--- src/rtl/counter_pkg.sv ---
// Shared definitions for the counter blocks: FSM state encoding, run mode
// encoding and default width constants.
package counter_pkg;

  typedef enum logic {
    ST_IDLE = 1'b0,
    ST_RUN  = 1'b1
  } state_t;

  typedef enum logic {
    MODE_ONE_SHOT = 1'b0,
    MODE_PERIODIC = 1'b1
  } mode_t;

  localparam int unsigned DEF_COUNT_WIDTH    = 32'd10;
  localparam int unsigned DEF_PRESCALE_WIDTH = 32'd4;

endpackage

--- src/rtl/tick_prescaler.sv ---
// Tick divider for down_counter: one tick every (div+1) enabled cycles.
// Only built when DOWN_COUNTER_PRESCALE_EN is defined.
`ifdef DOWN_COUNTER_PRESCALE_EN
module tick_prescaler
  import counter_pkg::*;
#(
  parameter int unsigned WIDTH = DEF_PRESCALE_WIDTH
) (
  input  logic             clk,
  input  logic             rst_n,
  input  logic             clear,
  input  logic             enable,
  input  logic [WIDTH-1:0] div,
  output logic             tick
);

  logic [WIDTH-1:0] cnt_r;
  logic             wrap_s;

  // >= keeps the divider from overrunning if div shrinks mid-count
  assign wrap_s = (cnt_r >= div);
  assign tick   = enable && wrap_s;

  // Enabled-cycle counter; clear has priority over counting
  always_ff @(posedge clk or negedge rst_n) begin
    if (!rst_n) begin
      cnt_r <= {WIDTH{1'b0}};
    end else if (clear) begin
      cnt_r <= {WIDTH{1'b0}};
    end else if (enable) begin
      if (wrap_s) begin
        cnt_r <= {WIDTH{1'b0}};
      end else begin
        cnt_r <= cnt_r + {{(WIDTH-1){1'b0}}, 1'b1};
      end
    end else begin
      cnt_r <= cnt_r;
    end
  end

endmodule
`endif

--- src/rtl/down_counter.sv ---
// Loadable down counter with one-shot / periodic modes and a terminal-count pulse.
// Optional tick prescaler compiled in with DOWN_COUNTER_PRESCALE_EN.
module down_counter
  import counter_pkg::*;
#(
  parameter int unsigned COUNT_WIDTH    = DEF_COUNT_WIDTH,
  parameter int unsigned PRESCALE_WIDTH = DEF_PRESCALE_WIDTH
) (
  input  logic                      i_CLK,
  input  logic                      i_RST_N,
  input  logic                      i_EN,
  input  logic                      i_START,
  input  logic                      i_STOP,
  input  logic                      i_AUTO_RELOAD,
  input  logic [COUNT_WIDTH-1:0]    i_LOAD_VAL,
`ifdef DOWN_COUNTER_PRESCALE_EN
  input  logic [PRESCALE_WIDTH-1:0] i_PRESCALE,
`endif
  output logic [COUNT_WIDTH-1:0]    o_CNT,
  output logic                      o_BUSY,
  output logic                      o_DONE
);

  localparam logic [COUNT_WIDTH-1:0] CNT_ZERO = {COUNT_WIDTH{1'b0}};
  localparam logic [COUNT_WIDTH-1:0] CNT_ONE  = {{(COUNT_WIDTH-1){1'b0}}, 1'b1};

  state_t                   state_r, state_nxt_s;
  mode_t                    mode_r, mode_nxt_s;
  logic [COUNT_WIDTH-1:0]   cnt_r, cnt_nxt_s;
  logic [COUNT_WIDTH-1:0]   reload_r, reload_nxt_s;
  logic                     done_r, done_nxt_s;
  logic                     run_en_s;
  logic                     tick_s;
  logic                     pre_clear_s;

  assign run_en_s = i_EN && (state_r == ST_RUN);

`ifdef DOWN_COUNTER_PRESCALE_EN
  tick_prescaler #(
    .WIDTH (PRESCALE_WIDTH)
  ) u_prescaler (
    .clk    (i_CLK),
    .rst_n  (i_RST_N),
    .clear  (pre_clear_s),
    .enable (run_en_s),
    .div    (i_PRESCALE),
    .tick   (tick_s)
  );
`else
  logic [PRESCALE_WIDTH-1:0] unused_prescale_s;
  assign unused_prescale_s = {PRESCALE_WIDTH{pre_clear_s}};
  assign tick_s            = run_en_s;
`endif

  // Next-state and datapath decode; priority is stop, then start, then tick
  always_comb begin
    state_nxt_s  = state_r;
    mode_nxt_s   = mode_r;
    cnt_nxt_s    = cnt_r;
    reload_nxt_s = reload_r;
    done_nxt_s   = 1'b0;
    pre_clear_s  = 1'b0;
    if (i_STOP) begin
      state_nxt_s = ST_IDLE;
      pre_clear_s = 1'b1;
    end else if (i_START) begin
      cnt_nxt_s    = i_LOAD_VAL;
      reload_nxt_s = i_LOAD_VAL;
      mode_nxt_s   = i_AUTO_RELOAD ? MODE_PERIODIC : MODE_ONE_SHOT;
      pre_clear_s  = 1'b1;
      // A zero load terminates at once and never enters RUN
      if (i_LOAD_VAL == CNT_ZERO) begin
        state_nxt_s = ST_IDLE;
        done_nxt_s  = 1'b1;
      end else begin
        state_nxt_s = ST_RUN;
      end
    end else if (tick_s) begin
      case (state_r)
        ST_RUN: begin
          if (cnt_r > CNT_ONE) begin
            cnt_nxt_s = cnt_r - CNT_ONE;
          end else if (cnt_r == CNT_ONE) begin
            done_nxt_s = 1'b1;
            if (mode_r == MODE_PERIODIC) begin
              cnt_nxt_s = reload_r;
            end else begin
              cnt_nxt_s   = CNT_ZERO;
              state_nxt_s = ST_IDLE;
            end
          end else begin
            state_nxt_s = ST_IDLE;
          end
        end
        default: begin
          state_nxt_s = ST_IDLE;
        end
      endcase
    end else begin
      state_nxt_s = state_r;
    end
  end

  // State and output registers
  always_ff @(posedge i_CLK or negedge i_RST_N) begin
    if (!i_RST_N) begin
      state_r  <= ST_IDLE;
      mode_r   <= MODE_ONE_SHOT;
      cnt_r    <= CNT_ZERO;
      reload_r <= CNT_ZERO;
      done_r   <= 1'b0;
    end else begin
      state_r  <= state_nxt_s;
      mode_r   <= mode_nxt_s;
      cnt_r    <= cnt_nxt_s;
      reload_r <= reload_nxt_s;
      done_r   <= done_nxt_s;
    end
  end

  assign o_CNT  = cnt_r;
  assign o_BUSY = (state_r == ST_RUN);
  assign o_DONE = done_r;

endmodule

--- config.mk ---
export PLATFORM = sky130hd
export DESIGN_NAME = down_counter
export DESIGN_NICKNAME = d
export VERILOG_FILES = /design/src/rtl/counter_pkg.sv /design/src/rtl/tick_prescaler.sv /design/src/rtl/down_counter.sv
export SDC_FILE = /design/constraint.sdc
export NUM_CORES = 1
export LEC_CHECK = 0
export ABC_CLOCK_PERIOD_IN_PS = 2500
export CAP_MARGIN = 0
export CORE_MARGIN = 3
export CORE_UTILIZATION = 40
export CTS_CLUSTER_DIAMETER = 80
export DETAILED_ROUTE_END_ITERATION = 8
export GPL_TIMING_DRIVEN = 1
export HOLD_SLACK_MARGIN = 0.05
export MAX_ROUTING_LAYER = met4
export SYNTH_ARGS = -nofsm -noshare
export SYNTH_HDL_FRONTEND = slang
export SYNTH_SLANG_ARGS = --single-unit
--- constraint.sdc ---
create_clock -name i_CLK -period 2.5 [get_ports i_CLK]
set_input_delay 0.5 -clock i_CLK [delete_from_list [all_inputs] [get_ports i_CLK]]
set_output_delay 0.5 -clock i_CLK [all_outputs]
set_load 0.1 [all_outputs]
==> results by group <==
Outcome
  • Outcome: finished clean

Routing
  • DRC Markers: 0
  • Routed WL per cell: 17.0 µm
  • Drt total wl: 4100 µm
  • Initial DRC count: 141
  • Vias: 1426
  • Via density: 5.92
  • Final ANT Viol Nets: 0
  • First-pass detailed-route iteration total: 5

Yosys
  • Post-synthesis cell area: 0.00140 mm²
  • Fraction of registers with async set/reset: 1.00
  • Number of enable flip-flop cells after synthesis: 0
  • Post-synthesis sequential area ratio: 0.411
  • Synth warnings: 0
  • Count leader, synth: nand2_1
  • Post-synth top flop: dfrtp_1
  • Netlist cell types: 43
  • Syn_nets: 188
  • Top cell type's share of synthesized area: 0.411
  • Most instantiated cells after synthesis: nand2_1 (42), dfrtp_1 (23), nor2_1 (15)
  • Area leader, netlist: dfrtp_1
  • Syn Area/Cell: 8.24 µm²
  • Synth Instances: 170
  • Synth top area cells: dfrtp_1 (41%), nand2_1 (11%), nor2_1 (4.0%)
  • FF+latch count, synth: 23

STA
  • Final setup TNS: 0 ns
  • Final Hold Fails: 0
  • # setup viols final: 0
  • Max Fclk: 439 MHz
  • Final Slew Violations: 0
  • Hold Slack: 0.492 ns
  • Least-Margin Pin Slew: 0.701 ns
  • Worst clock skew: 0.0125 ns
  • Relative slew slack: 0.529
  • RSZ-0062 raised after global routing: false
  • Tcrit/Tclk final: 0.911
  • Tmin final: 2.28 ns

Critical path
  • Crit-path max FO: 8
  • CP Class: reg -> reg
  • Buf+Inv Stages, Crit Path: 1
  • CP max stage cell: or4b_2
  • Critical path required time: 2.76 ns
  • Family with the most delay on the worst path: simple AND/OR/NAND/NOR gates
  • CP arrival: 2.54 ns
  • Highest cell delay on the worst timing path: 0.66 ns
  • Cell Chain, Critical Path: inv_1 > ha_1 > or4b_2 > a211o_1 > o21ai_0 > nor3_1 > a21oi_1
  • Crit path launch: o_CNT[0]
  • Origin of the critical flop-to-flop path: o_CNT[0]
  • Crit end category: flop
  • CP Launch Type: flop

Die
  • I/O pins: 28
  • Die height: 65.2 µm
  • Die X: 65.2 µm
  • Core area: 0.00320 mm²
  • Initial Util: 0.437
  • Die area: 0.00425 mm²
  • Row count: 20

Power
  • Pwr per Cell Area: 826 mW/mm²
  • Leakage power: 0.723 nW
  • Worst VDD drop: 0.443 mV

Cells and area
  • Layout overhead on the synthesized area: 23.0%
  • Design Area, Final: 0.00172 mm²
  • FILL cells: 316
  • Antenna Diode Count: 0
  • Final net count: 216
  • Layout cells sized above 1: 0.173
  • FF+latch area: 582 µm²
  • Area of the multi-input gates: 766 µm²
  • Final Core Density: 0.538

Global route
  • Pin count of the biggest net entering global routing: 24
  • Vias in the first global route: 1385
  • First-pass GRT wire length: 6800 µm
  • GRT Util Overall: 0.212
  • Initial antenna violation count: 0
  • GRT overflow: 0

Worst hold path
  • Hold WC Path Type: reg -> reg
  • Hold Startpoint: reload_r[8]

Place
  • Port Buffer Count: 27
  • Final GP Congestion: 0.892
  • DP Area: 0.00169 mm²
  • HPWL Detailed: 3060 µm

Clock tree
  • Post-CTS Setup Bufs: 0
  • Clock sink count: 23
  • Htree depth: 1
  • Clock Tree Buf Depth: 2
  • CTS root buf: clkbuf_4
  • CTS tree: yes
  • Clock latency on the worst-skew pair: 0.32 ns
  • # hold bufs at CTS: 0
  • Reg clk slew, reported paths: 0.14 ns
  • CTS buffer count: 3

Flow run
  • Max-Cap Viols: 0
==> per-layer routing <==
metal | global-route usage | part of all wire
met1 | 0.298 | 0.48
met2 | 0.322 | 0.46
met3 | 0.0274 | 0.052
met4 | 0.0570 | 0.011
met5 | - | 0
==> logic make-up (layout without fill, tap and decap cells) <==
group / count (synthesis) / in the layout / share of synthesized area
XOR/XNOR: 1 / 1 / 0.00626
flip-flops: 23 / 23 / 0.411
buffers and inverters: 13 / 40 / 0.0465
AND/OR/NAND/NOR: 83 / 83 / 0.278
AO/OA/AOI/OAI: 48 / 48 / 0.240
adder cells (fa/ha/maj): 2 / 2 / 0.0179
==> cell usage in the layout, fill, tap and decap left out, types with 2 or more instances in the layout <==
| cell type | n |
|---|---|
| nand2b_1 | 2 |
| buf_4 | 17 |
| a31oi_1 | 4 |
| o221ai_1 | 2 |
| or3_1 | 2 |
| nor2_1 | 15 |
| nor4_1 | 2 |
| inv_1 | 4 |
| a22oi_1 | 2 |
| a221oi_1 | 2 |
| or4_4 | 2 |
| o22ai_1 | 2 |
| ha_1 | 2 |
| o21ai_0 | 7 |
| o31ai_1 | 3 |
| dfrtp_2 | 5 |
| nand3_1 | 3 |
| nand2_1 | 42 |
| clkdlybuf4s50_1 | 15 |
| nor3_1 | 6 |
| dfrtp_1 | 18 |
| a311oi_1 | 3 |
| a2111oi_0 | 2 |
| clkbuf_4 | 3 |
| a21oi_1 | 11 |
==> worst register-to-register path: cells and delay by family (launching register included) <==
kind / cells / cell delay [ns]
and+or+nand+nor: 2 / 0.74
AOI/OAI and AO/OA: 3 / 0.59
DFF: 1 / 0.48
adders and majority gates: 1 / 0.33
buffers and inverters: 1 / 0.09
==> path summary, 6_finish.rpt <==
check	to	slack, ns	cells after the start
min in group asynchronous	o_CNT[6]	0.51	2
worst min register to register	reload_r[8]	0.49	2
worst max register to register	o_CNT[6]	0.22	7
worst max-delay path	o_CNT[6]	0.22	7
worst min-delay path	reload_r[8]	0.49	2
max in group asynchronous	o_CNT[3]	1.72	2
==> state kept, by name, indices dropped and copies added (netlist names) <==
signal and flops:
o_BUSY 1, reload_r 10, o_DONE 1, o_CNT 10
mode_r 1
==> final cells by class <==
class	count	share of cell area
Multi-Input combinational cell	134	0.445
Tap cell	44	0.0320
Clock buffer	4	0.0153
Sequential cell	23	0.338
Inverter	4	0.00872
Timing Repair Buffer	32	0.161
==> power by group <==
part	switching [W]	leakage (nW)	internal, W	total (W)
Clock	0.000119	0.0150	0.0000624	0.000182
Sequential	0.000102	0.277	0.000435	0.000537
Combinational	0.000499	0.431	0.000204	0.000703
==> what timing repair did <==
action | 4_1_cts | 5_1_grt
endpoints found under the hold margin | 0 | 0
endpoints found under the setup margin | 0 | 4
gates resized for setup | 0 | 1
==> through the flow <==
stage	total power (W)	worst slack, ns	std cells
finish	0.00142	0.222	241
global route	0.00150	0.0975	241
CTS	0.00142	0.218	241
detailed placement	0.00124	0.244	237
global placement	0.00124	0.265	237
floorplan	0.00106	0.00960	170
Note: power is estimated with default switching activity, not from simulation.
